File: config.mk
export PLATFORM = sky130hd
export DESIGN_NAME = load_cntrl
export DESIGN_NICKNAME = d
export VERILOG_FILES = /design/src/rtl/load_cntrl.sv
export SDC_FILE = /design/constraint.sdc
export NUM_CORES = 1
export LEC_CHECK = 0
export ABC_AREA = 1
export ABC_CLOCK_PERIOD_IN_PS = 1450
export BUFFER_PORTS_ARGS = -buffer_cell sky130_fd_sc_hd__buf_2
export CAP_MARGIN = 0
export CORE_ASPECT_RATIO = 1.2
export CORE_MARGIN = 4
export CORE_UTILIZATION = 30
export DETAILED_ROUTE_END_ITERATION = 8
export GPL_TIMING_DRIVEN = 1
export PLACE_DENSITY = 0.63
export SETUP_SLACK_MARGIN = 0.4
export SLEW_MARGIN = 20
export SYNTH_ARGS = -nofsm -noshare
export SYNTH_HDL_FRONTEND = slang
export SYNTH_SLANG_ARGS = --single-unit
File: constraint.sdc
create_clock -name clk_i -period 1.45 [get_ports clk_i]
set_input_delay 0.145 -clock clk_i [delete_from_list [all_inputs] [get_ports clk_i]]
set_output_delay 0.145 -clock clk_i [all_outputs]
set_load 0.02 [all_outputs]
File: src/rtl/load_cntrl.sv
// MEM-stage load controller: issues a word-aligned read and waits for the response.
// It then returns the byte/half/word, sign- or zero-extended, and stalls the pipeline meanwhile.
module load_cntrl #(
  parameter int XLEN    = 32,
  parameter int TIMEOUT = 16,
  parameter int TO_W    = $clog2(TIMEOUT + 1)
) (
  input  logic            clk_i,
  input  logic            rst_ni,
  input  logic            req_valid_i,
  input  logic [2:0]      load_type_i,
  input  logic [XLEN-1:0] addr_i,
  input  logic            kill_i,
  output logic            mem_req_o,
  output logic [XLEN-1:0] mem_addr_o,
  input  logic            mem_gnt_i,
  input  logic            mem_rvalid_i,
  input  logic [XLEN-1:0] mem_rdata_i,
  output logic            stall_o,
  output logic            load_valid_o,
  output logic [XLEN-1:0] load_data_o,
  output logic            misalign_o,
  output logic            bus_err_o
);

  typedef enum logic [2:0] {IDLE, REQ, WAIT, DONE, DRAIN} state_t;

  state_t          state, state_nxt;
  logic [TO_W-1:0] cnt, cnt_nxt;
  logic [2:0]      ltype;
  logic [1:0]      off;
  logic            legal, accept, misalign_nxt, bus_err_nxt, expired;
  logic [7:0]      byte_sel;
  logic [15:0]     half_sel;
  logic [XLEN-1:0] extracted;

  always_comb begin
    case (load_type_i)
      3'b000, 3'b100: legal = 1'b1;
      3'b001, 3'b101: legal = ~addr_i[0];
      3'b010:         legal = (addr_i[1:0] == 2'b00);
      default:        legal = 1'b0;
    endcase
  end

  assign accept  = (state == IDLE) && req_valid_i && !kill_i && legal;
  assign expired = (cnt == TO_W'(TIMEOUT - 1));

  assign byte_sel = mem_rdata_i[8*off +: 8];
  assign half_sel = mem_rdata_i[16*off[1] +: 16];

  always_comb begin
    case (ltype)
      3'b000:  extracted = {{(XLEN-8){byte_sel[7]}}, byte_sel};
      3'b100:  extracted = {{(XLEN-8){1'b0}}, byte_sel};
      3'b001:  extracted = {{(XLEN-16){half_sel[15]}}, half_sel};
      3'b101:  extracted = {{(XLEN-16){1'b0}}, half_sel};
      default: extracted = mem_rdata_i;
    endcase
  end

  // Kill wins over gnt/rvalid; a killed load still waiting for data drains its response.
  always_comb begin
    state_nxt    = state;
    cnt_nxt      = cnt;
    misalign_nxt = 1'b0;
    bus_err_nxt  = 1'b0;
    case (state)
      IDLE: begin
        if (accept) state_nxt = REQ;
        else if (req_valid_i && !kill_i) misalign_nxt = 1'b1;
      end
      REQ: begin
        if (kill_i) state_nxt = IDLE;
        else if (mem_gnt_i) begin
          state_nxt = WAIT;
          cnt_nxt   = '0;
        end
      end
      WAIT: begin
        if (kill_i && mem_rvalid_i) state_nxt = IDLE;
        else if (kill_i) begin
          state_nxt = DRAIN;
          cnt_nxt   = cnt + 1'b1;
        end else if (mem_rvalid_i) state_nxt = DONE;
        else if (expired) begin
          state_nxt   = IDLE;
          bus_err_nxt = 1'b1;
        end else cnt_nxt = cnt + 1'b1;
      end
      DONE: state_nxt = IDLE;
      DRAIN: begin
        if (mem_rvalid_i || expired) state_nxt = IDLE;
        else cnt_nxt = cnt + 1'b1;
      end
      default: state_nxt = IDLE;
    endcase
  end

  always_ff @(posedge clk_i) begin
    if (!rst_ni) begin
      state       <= IDLE;
      cnt         <= '0;
      ltype       <= '0;
      off         <= '0;
      mem_addr_o  <= '0;
      load_data_o <= '0;
      misalign_o  <= 1'b0;
      bus_err_o   <= 1'b0;
    end else begin
      state      <= state_nxt;
      cnt        <= cnt_nxt;
      misalign_o <= misalign_nxt;
      bus_err_o  <= bus_err_nxt;
      if (accept) begin
        ltype      <= load_type_i;
        off        <= addr_i[1:0];
        mem_addr_o <= {addr_i[XLEN-1:2], 2'b00};
      end
      if (state == WAIT && mem_rvalid_i && !kill_i) load_data_o <= extracted;
    end
  end

  assign mem_req_o    = (state == REQ);
  assign load_valid_o = (state == DONE);
  assign stall_o      = (state == REQ) || (state == WAIT) || (state == DRAIN) || accept;

endmodule

==> metrics.csv <==
stage;metric;value;unit
clock_network;cts-root-buf;clkbuf_16;
timing;max_freq;673.1;MHz
global_route;grt_pass1_vias;3870;
global_route;grt_max_degree;31;
worst_setup_path;worstRegToRegCells;13;
floorplan;die_w;109.9;µm
synth;ys_ff_latch;77;
synth;syn_avg_cell_area;6.511;µm²
job;cap_violations;0;
pwr;p_sw;3.019;mW
pwr;p_leak;3.045;nW
layout;fin_nets;835;
timing;finalSetupViolCount;4;
worst_setup_path;crit_arrival;1.34;ns
worst_setup_path;crit_type;flip-flop to primary output;
layout;final_cells;926;
placement;place.gp.congestion;0.8779;
worst_setup_path;critical_path.endpoint_type;primary output;
floorplan;initial_core_util;30.72;%
route;wl;13240;µm
floorplan;core_region_area;0.01217;mm²
timing;period_share;102.5;%
worst_setup_path;endpoint;stall_o;
worst_setup_path;critPathLaunch;state[2];
layout;multi_input_area;0.002316;mm²
route;first_pass_iters;5;
pwr;comb_power_share;39.7;%
floorplan;die_y;130.3;µm
floorplan;placementRows;44;
clock_network;worstSkewPairLatency;0.34;ns
clock_network;cts_max_level;3;
clock_network;cts_tree;built;
pwr;clockPowerShare;30.0;%
floorplan;die-area;0.01431;mm²
layout;seq_area;0.001560;mm²
timing;setup_ws;-0.03564;ns
route;drc;0;
timing;worst_clock_skew;0.01038;ns
route;vias;4375;
min_path;whs_path_depth;3;
placement;place.detailed.hpwl;8632;µm
clock_network;clock-sinks;77;
global_route;grt_util_all_layers;16.41;%
layout;areaGrowthSynthToFinish;68.56;%
placement;port_buffers;139;
layout;fillers;1175;
synth;netlist_area;0.003737;mm²
pwr;ir_worst_vdd;0.0005076;V
clock_network;clock_path_buffers;2;
outcome;violations;setup timing;
worst_setup_path;cp_max_fo;8;
min_path;hp-class;input port to flip-flop;
placement;dp.cells;874;
layout;antenna_cells;0;
pwr;power_density;1366;mW/mm²
placement;dpl_worst_slack;-0.05812;ns
timing;rsz0062_at_grt;yes;
pwr;power_frac_seq;30.3;%
worst_setup_path;worstReg2RegEnd;cnt[1];
worst_setup_path;r2r_setup_slack;-0.03;ns
worst_setup_path;cp-start-kind;flip-flop;
worst_setup_path;timing.rr.start;cnt[1];
timing;maxSlewViolCount;0;
route;final_antenna_net_count;0;
timing;period_needed;1.486;ns
route;wire_per_inst;14.30;µm
timing;hold_viol;0;
clock_network;cts_buffers;9;
outcome;run_status;complete, but fails checks;
floorplan;io_pins;142;
global_route;gr-total-overflow;0;
synth;yosysSeqAreaShare;41.25;%
global_route;antenna_found_initial;0;
synth;ys_warn_count;0;
synth;synthCells;574;
route;avgViaCountPerCell;4.725;
worst_setup_path;worstPathRequired;1.31;ns
global_route;grt_first_pass_wirelength;18620;µm
clock_network;clk_pin_slew;0.06;ns
pwr;swShare;35.08;%
pwr;p_int;5.585;mW
layout;drive_gt1_share;46.93;%
route;drtIter0Drc;312;
synth;ys_types;27;
-- area by class of cell --
class | count | share of cell area, %
Timing Repair Buffer | 202 | 25.40
Sequential cell | 77 | 24.77
Tap cell | 161 | 3.198
Timing Repair inverter | 1 | 0.1390
Clock inverter | 6 | 1.768
Inverter | 64 | 4.330
Multi-Input combinational cell | 405 | 36.76
Clock buffer | 10 | 3.635
-- routing by layer --
layer | vias up | global-route usage, % | share of wire, %
met1 | 1994 | 20.24 | 41
met3 | 22 | 4.404 | 6.2
li1 | 2198 | - | -
met2 | 161 | 27.18 | 51
met4 | 0 | 6.236 | 1.8
met5 | - | 0 | 0
-- flip-flops by register name, indices dropped and copies added (netlist names) --
register	count
load_data_o	32
cnt	5
bus_err_o	1
state	3
mem_addr_o	30
ltype	3
off	2
misalign_o	1
-- worst max-delay path, stage by stage, from the launching register on --
cell     delay (ns)
dfxtp_4        0.37
inv_4          0.09
nand2_2        0.08
nor2_4         0.10
nand2_4        0.07
buf_12         0.14
nand3_4        0.05
buf_6          0.11
-- cell families (layout without fill, tap and decap cells) --
family | after synthesis | in the layout | synth area share (%)
AOI/OAI and AO/OA | 109 | 109 | 14.73
and+or+nand+nor | 291 | 291 | 31.87
buffers and inverters | 93 | 283 | 11.15
other | 1 | 2 | 0.1003
xor gates and xnor gates | 1 | 1 | 0.2344
adders and majority gates | 2 | 2 | 0.6695
DFF | 77 | 77 | 41.25
-- layout by cell type, fill, tap and decap left out, drive strengths merged, types with 2 or more instances in the layout --
cell	instances
a21oi	20
buf	191
bufinv	3
clkbuf	21
clkinv	5
conb	2
dfxtp	77
ha	2
inv	62
nand2	108
nand3	29
nand4	8
nor2	140
nor3	3
o21ai	87
or2	2
-- through the flow --
stage / util [%] / power, mW / instance area, µm² / hold slack (ns) / setup TNS [ns]
after floorplan: - / 4.248 / 3862 / 0.2907 / 0
after global placement: 39.34 / 4.964 / 4786 / 0.3775 / -0.08393
after detailed placement: 39.34 / 4.970 / 4786 / 0.3860 / -0.2044
after CTS: 44.51 / 7.995 / 5415 / 0.03467 / -0.1379
after global routing: 51.78 / 9.111 / 6300 / 0.04681 / -2.706
final: 51.78 / 8.604 / 6300 / 0.04071 / -0.08853
-- cells in the mapped netlist, drive strengths merged --
cell      n  area share (%)
a21oi    20             2.7
buf      20             3.8
clkbuf    9            0.94
clkinv    1            0.10
conb      1            0.10
dfxtp    77              41
ha        2            0.67
inv      63             6.3
nand2   108              11
nand3    29             4.2
nand3b    1            0.20
nand4     8             1.3
nor2    140              14
nor3      3            0.40
o211ai    1            0.20
o21a      1            0.20
o21ai    87              12
or2       2            0.33
xnor2     1            0.23
-- power groups by stage --
stage / clock network, mW / registers (mW) / logic, mW
2_1_floorplan: 0 / 2.82 / 1.43
3_3_place_gp: 0 / 2.61 / 2.35
3_5_place_dp: 0 / 2.62 / 2.35
4_1_cts: 2.65 / 2.57 / 2.78
5_1_grt: 2.74 / 2.64 / 3.73
6_report: 2.58 / 2.61 / 3.42
-- repair_timing --
| action | CTS | global route |
|---|---|---|
| pin swaps | 14 | 33 |
| gates resized for setup | 47 | 157 |
| buffers inserted | 10 | 9 |
| hold buffers | 0 | 0 |
| endpoints found under the setup margin | 80 | 80 |
| gates cloned | 2 | 15 |
-- worst min path at each step --
stage | slack, ns | startpoint | to
floorplan | 0.29 | addr_i[10] | mem_addr_o[10]
global placement | 0.38 | addr_i[29] | mem_addr_o[29]
detailed placement | 0.39 | addr_i[3] | mem_addr_o[3]
CTS | 0.03 | addr_i[29] | mem_addr_o[29]
global route | 0.05 | addr_i[30] | mem_addr_o[30]
finish | 0.04 | addr_i[3] | mem_addr_o[3]
(Power assumes the default switching activity.)
